===== src/rtl/division_sign_restore.sv =====
// Divider post-stage: serially negates the raw two's-complement quotient and remainder
// into sign + unsigned magnitude, one bit per clock, LSB first.
//
// state   | meaning
// IDLE    | waiting for restore_sel; last result held
// CONVERT | both lanes shifting, WIDTH edges
// DONE    | result valid; waits for restore_sel to drop
module division_sign_restore #(
  parameter int WIDTH = 4
) (
  input  logic             clk,
  input  logic             rst,
  input  logic [WIDTH-1:0] quotient_raw,
  input  logic [WIDTH-1:0] remainder_raw,
  input  logic             restore_sel,
  output logic [WIDTH-1:0] quotient_mag,
  output logic [WIDTH-1:0] remainder_mag,
  output logic             quotient_neg,
  output logic             remainder_neg,
  output logic             restore_busy,
  output logic             restore_finish
);

  localparam int CW = (WIDTH > 1) ? $clog2(WIDTH) : 1;
  localparam logic [CW-1:0] CNT_LAST = CW'(WIDTH - 1);

  typedef enum logic [1:0] {IDLE, CONVERT, DONE} state_t;

  state_t           state_q, state_d;
  logic [WIDTH-1:0] q_sh_q, q_sh_d, r_sh_q, r_sh_d;
  logic             q_sgn_q, q_sgn_d, r_sgn_q, r_sgn_d;
  logic             q_seen_q, q_seen_d, r_seen_q, r_seen_d;
  logic [CW-1:0]    cnt_q, cnt_d;
  logic [WIDTH-1:0] q_mag_q, q_mag_d, r_mag_q, r_mag_d;
  logic             q_neg_q, q_neg_d, r_neg_q, r_neg_d;
  logic             busy_q, busy_d, finish_q, finish_d;

  // Two's-complement negation: pass bits through the first 1, invert every bit after it.
  logic             q_out, r_out;
  logic [WIDTH-1:0] q_sh_nxt, r_sh_nxt;

  assign q_out    = (q_sgn_q & q_seen_q) ? ~q_sh_q[0] : q_sh_q[0];
  assign r_out    = (r_sgn_q & r_seen_q) ? ~r_sh_q[0] : r_sh_q[0];
  assign q_sh_nxt = {q_out, q_sh_q[WIDTH-1:1]};
  assign r_sh_nxt = {r_out, r_sh_q[WIDTH-1:1]};

  always_comb begin
    state_d  = state_q;
    q_sh_d   = q_sh_q;
    r_sh_d   = r_sh_q;
    q_sgn_d  = q_sgn_q;
    r_sgn_d  = r_sgn_q;
    q_seen_d = q_seen_q;
    r_seen_d = r_seen_q;
    cnt_d    = cnt_q;
    q_mag_d  = q_mag_q;
    r_mag_d  = r_mag_q;
    q_neg_d  = q_neg_q;
    r_neg_d  = r_neg_q;
    busy_d   = busy_q;
    finish_d = finish_q;
    case (state_q)
      IDLE: begin
        if (restore_sel) begin
          q_sh_d   = quotient_raw;
          r_sh_d   = remainder_raw;
          q_sgn_d  = quotient_raw[WIDTH-1];
          r_sgn_d  = remainder_raw[WIDTH-1];
          q_seen_d = 1'b0;
          r_seen_d = 1'b0;
          cnt_d    = '0;
          finish_d = 1'b0;
          busy_d   = 1'b1;
          state_d  = CONVERT;
        end
      end
      CONVERT: begin
        q_sh_d   = q_sh_nxt;
        r_sh_d   = r_sh_nxt;
        q_seen_d = q_seen_q | q_sh_q[0];
        r_seen_d = r_seen_q | r_sh_q[0];
        cnt_d    = cnt_q + CW'(1);
        if (cnt_q == CNT_LAST) begin
          q_mag_d  = q_sh_nxt;
          r_mag_d  = r_sh_nxt;
          q_neg_d  = q_sgn_q;
          r_neg_d  = r_sgn_q;
          finish_d = 1'b1;
          busy_d   = 1'b0;
          state_d  = DONE;
        end
      end
      DONE: begin
        // restore_sel must drop for an edge before the next capture.
        if (!restore_sel) state_d = IDLE;
      end
      default: state_d = IDLE;
    endcase
  end

  always_ff @(posedge clk or posedge rst) begin
    if (rst) begin
      state_q  <= IDLE;
      q_sh_q   <= '0;
      r_sh_q   <= '0;
      q_sgn_q  <= 1'b0;
      r_sgn_q  <= 1'b0;
      q_seen_q <= 1'b0;
      r_seen_q <= 1'b0;
      cnt_q    <= '0;
      q_mag_q  <= '0;
      r_mag_q  <= '0;
      q_neg_q  <= 1'b0;
      r_neg_q  <= 1'b0;
      busy_q   <= 1'b0;
      finish_q <= 1'b0;
    end else begin
      state_q  <= state_d;
      q_sh_q   <= q_sh_d;
      r_sh_q   <= r_sh_d;
      q_sgn_q  <= q_sgn_d;
      r_sgn_q  <= r_sgn_d;
      q_seen_q <= q_seen_d;
      r_seen_q <= r_seen_d;
      cnt_q    <= cnt_d;
      q_mag_q  <= q_mag_d;
      r_mag_q  <= r_mag_d;
      q_neg_q  <= q_neg_d;
      r_neg_q  <= r_neg_d;
      busy_q   <= busy_d;
      finish_q <= finish_d;
    end
  end

  assign quotient_mag   = q_mag_q;
  assign remainder_mag  = r_mag_q;
  assign quotient_neg   = q_neg_q;
  assign remainder_neg  = r_neg_q;
  assign restore_busy   = busy_q;
  assign restore_finish = finish_q;

endmodule


===== config.mk =====
export PLATFORM = sky130hd
export DESIGN_NAME = division_sign_restore
export DESIGN_NICKNAME = d
export VERILOG_FILES = /design/src/rtl/division_sign_restore.sv
export SDC_FILE = /design/constraint.sdc
export NUM_CORES = 1
export LEC_CHECK = 0
export CAP_MARGIN = 20
export CORE_MARGIN = 2
export CORE_UTILIZATION = 40
export CTS_BUF_LIST = sky130_fd_sc_hd__clkbuf_4 sky130_fd_sc_hd__clkbuf_8
export DETAILED_ROUTE_END_ITERATION = 16
export GPL_TIMING_DRIVEN = 0
export SLEW_MARGIN = 15
export SYNTH_ARGS = -nofsm -noshare
export SYNTH_HDL_FRONTEND = slang
export SYNTH_SLANG_ARGS = --single-unit

===== constraint.sdc =====
create_clock -name clk -period 2.07 [get_ports clk]
set_input_delay 0.621 -clock clk [delete_from_list [all_inputs] [get_ports clk]]
set_output_delay 0.621 -clock clk [all_outputs]
set_load 0.005 [all_outputs]

== Yosys cells after proc, flatten, opt, wreduce, memory -nomap -nowiden ==
Cells that the tools add are included.
Storage, ports and cells
  flip-flop bits (word level): 28
  output and inout bits: 12
  logic and storage cells: 54
Cells by class
  add/sub/neg operators: 1
  equal/unequal tests: 6
  multiplexer cells: 20
  bitwise logic cells: 6
  reductions and logical operators: 7
Operators by type and width (count)
  4-bit one-hot mux with 2 select lines: 2
  2-bit two-way mux: 4
  4-bit two-way mux: 2
  1-bit one-hot mux with 2 select lines: 4
  1-bit two-way mux: 6
  2-bit inequality test, second input constant: 3
  2-bit one-hot mux with 3 select lines: 1
  2-bit AND reduction: 3
  3-bit AND reduction: 2
  2-bit equality test, second input constant: 2
  2-bit one-hot mux with 2 select lines: 1
  2-bit by 1-bit adder with 2-bit output, second input constant: 1
  1-bit bitwise AND: 2
  2-bit by 1-bit equality test with 1-bit output, second input constant: 1
  2-bit zero test: 1
  1-bit NOT: 2
  1-bit OR: 2
  2-bit nonzero test: 1

== Longest topological paths before layout ==
  word-level depth: 3
  gate-level depth with buffers: 5
  depth with buffers taken out: 4

== Worst setup path before layout ==
OpenSTA, ideal clock, no wires.
  path type: input -> register
  from: input restore_sel
  to: register q_sgn_q
  library setup time: 0.125 ns
  data arrival time: 1.175 ns
  data required time: 1.945 ns
  slack: 0.770 ns
  cell stages on the path: 2
  buffers on the path: 0
  path through: nor3b_4 -> mux2_2
On the way
  word-level cells in the longest chain between the ends: 1
Ends and longest elaborated chain
  start: declaration: line 15  | input logic restore_sel,
  2-bit AND reduction (no line)
  end signal: assignment: line 121  | q_sgn_q <= q_sgn_d;
  end: declaration: line 31  | logic q_sgn_q, q_sgn_d, r_sgn_q, r_sgn_d;
Every way passes these cells.
A chain may end at the register's enable or synchronous reset.

== Worst setup path in the final report ==
  from: register finish_q (netlist: restore_finish)
  to: output restore_finish
RTL lines
  start: declaration: line 36  | logic busy_q, busy_d, finish_q, finish_d;
  start signal: assignment: line 131  | finish_q <= finish_d;
  end: declaration: line 21  | output logic restore_finish
No word-level cell between the ends.

==> impl_results.md <==
- Status: completed
- Die Height: around 61 µm
- Startpoint Class: register
- Worst slew margin: between 60% and 70%
- Main flop type after synthesis: dfrtp_1
- Largest net degree at the start of global routing: 29
- Number of enable flip-flop cells after synthesis: 0
- Critical Path End Type: primary output
- Post-CTS setup buffers: 0
- CTS tree: yes
- WP buf/inv: 1
- Syn Inst Count: 112
- Crit share post-route: approximately 90%
- Io pins: 23
- Antenna violations before repair: 0
- Reg2reg end: remainder_mag[1]
- Syn. warnings: 0
- MaxCap Viol Count: 0
- CP Class: register to primary output
- Post-Syn Area per Cell: around 11 µm²
- Unrepaired setup endpoints after global routing: no
- Post-route setup TNS: 0 ns
- Sequential area share after synthesis: 54.7%
- Root buffer cell: clkbuf_4
- Vias per inst: ~5.0
- Async SR Flop Fraction: 100%
- CTS Buf Count: 3
- DR WL/cell: about 14 µm
- Fin. Hold Viols: 0
- Worst path arrival time: between 1 and 1.5 ns
- Starting Density: between 40% and 50%
- Placer Congestion: roughly 0.76
- Worst Path Max Fanout: 3
- IO Port Bufs: 22
- Delay-heaviest family, CP: buffers and inverters
- Worst path required time: 1.45 ns
- Vias in the first global route: a little over 900
- R2R cell count: 4
- Count of state elements after synthesis: 28
- Min-Delay Startpoint: quotient_mag[3]
- Slew Limit Fails: 0
- Synth cell count leaders: dfrtp_1, o21ai_0, a21oi_1
- Die width: 60.6 µm
- Fillers: approximately 290
- Power Total: between 2000 and 2500 µW
- Core Region: roughly 3000 µm²
- Most frequent cell after synthesis: dfrtp_1
- HPWL Detailed: between 1.5 and 2 mm
- First-pass GRT wire length: 4.36 mm
- Share of layout cells above drive strength 1: 15.1%
- Largest area contributor in the netlist: dfrtp_1
- Min Tclk post-route: approximately 1.9 ns
- Hold Path End: quotient_mag[3]
- Post-DRT Antenna Nets: 0
- All-Layer GR Usage: 16.0%
- Post-CTS Resized: 0
- Worst Hold Class: register to register
- # diodes: 0
- FF-to-FF setup slack: 0.69 ns
- Final WL: between 2 and 2.5 mm
- Mapped Area: 1280 µm²
- Area Overhead vs Synth: 26.5%
- Syn_nets: between 100 and 150
- Final-report setup violation count: 0
- Pleak: a little over 0.0007 µW
- FP Rows: 20
- Netlist cell types: 23
- Clk slew on worst S/H paths: approximately 0.15 ns
- Fmax: 538 MHz
- Htree depth: 1
- CP max-delay cell: clkdlybuf4s50_1
- Worst r2r src: cnt_q[0]
- Peak VDD IR: between 0.0007 and 0.0008 V
- Hold path cells: 2
- Clock sinks: 28
- Final net count: around 150
- Clk buf depth: 2
- Clock skew: slightly below 0.007 ns
- Hold buffer count at cts: 0
- Worst-skew pair later-pin latency: 0.34 ns
- Drt pass-1 iters: 4
- CP max stage delay: 0.51 ns
- Cell chain of the critical path: clkdlybuf4s50_1
- Area fraction of the dominant cell type after synthesis: roughly 55%
- Die area: 3670 µm²
- Initial DRC Count: 38
- Synth area leaders: dfrtp_1, mux2_4, o21ai_0
- DRC: 0
- Total number of vias: 909
- Grt ovf: 0
- Worst-Margin Slew: between 0.5 and 0.6 ns
- Pwr/cell area: between 1000 and 1500 nW/µm²
==> power by group <==
part	switching, µW	leakage [µW]	internal, µW
clock	164	0.0000210	108
combinational	444	0.000342	595
sequential	205	0.000345	805
==> registers in the layout, indices dropped and copies added, names as in the netlist <==
name / count
q_sh_q: 4
quotient_mag: 4
r_sh_q: 4
remainder_mag: 4
cnt_q: 2
state_q: 2
q_seen_q: 1
q_sgn_q: 1
quotient_neg: 1
r_seen_q: 1
r_sgn_q: 1
remainder_neg: 1
restore_busy: 1
restore_finish: 1
==> cell usage in the layout, fill, tap and decap left out, drive strengths merged, types with 2 or more instances in the layout <==
cell,n
dfrtp,28
clkdlybuf4s50,22
o21ai,13
a21oi,12
mux2,10
nand2,8
a22oi,8
nor2b,8
nor2,6
clkbuf,6
buf,5
xor2,2
inv,2
==> worst register-to-register path: cells and delay by family, from the launching register on <==
family | cells | cell delay [ns]
simple gates | 1 | 0.13
buf+inv | 1 | 0.15
fa+ha+maj | 1 | 0.27
flops | 1 | 0.43
mux | 1 | 0.30
==> metrics by stage <==
stage                     util [%]  instance area, µm²  worst slack [ns]  hold slack [ns]  cells
after floorplan                  -                1280             0.770            0.464    112
after global placement        50.9                1560            0.0879            0.463    178
after detailed placement      50.9                1560            0.0296            0.470    178
after CTS                     52.1                1590             0.209            0.503    182
after global routing          53.0                1620             0.157            0.529    183
final                         53.0                1620             0.210            0.498    183
==> cells by family after synthesis <==
family                   count (synthesis)  synth area share, %
AO/OA/AOI/OAI                           36                 16.3
flip-flops                              28                 54.7
AND/OR/NAND/NOR                         25                 11.5
multiplexers                            11                 11.0
buffers and inverters                    9                 4.01
XOR/XNOR                                 2                 1.37
adder cells (fa/ha/maj)                  1                0.977
==> worst max-delay path by stage <==
stage	end	depth (start not counted)	slack [ns]	startpoint
6_report	restore_finish	1	0.21	restore_finish
4_1_cts	restore_finish	1	0.21	restore_finish
3_3_place_gp	q_sh_q[0]	4	0.09	restore_sel
3_5_place_dp	q_sh_q[2]	4	0.03	restore_sel
2_1_floorplan	q_sgn_q	2	0.77	restore_sel
5_1_grt	restore_busy	1	0.16	restore_busy
==> layout make-up <==
class | count | area (µm²) | share of cell area (%)
repair buffers | 23 | 248 | 15.3
plain buffers | 6 | 40.0 | 2.47
flip-flops and latches | 28 | 701 | 43.3
inverters | 3 | 11.3 | 0.696
well taps | 44 | 55.1 | 3.40
multi-input cells | 75 | 528 | 32.6
clock buffers | 4 | 36.3 | 2.24
==> per-layer routing <==
metal | vias to the layer above | global-route usage (%) | share of wire (%) | wire, µm
met5 | - | 0 | 0 | 0
met4 | 0 | 4.66 | 1.4 | 36
met3 | 4 | 2.56 | 3.0 | 76
met2 | 18 | 22.9 | 45 | 1120
met1 | 441 | 24.8 | 51 | 1260
li1 | 446 | - | - | -
Note: power is estimated with default switching activity, not from simulation.
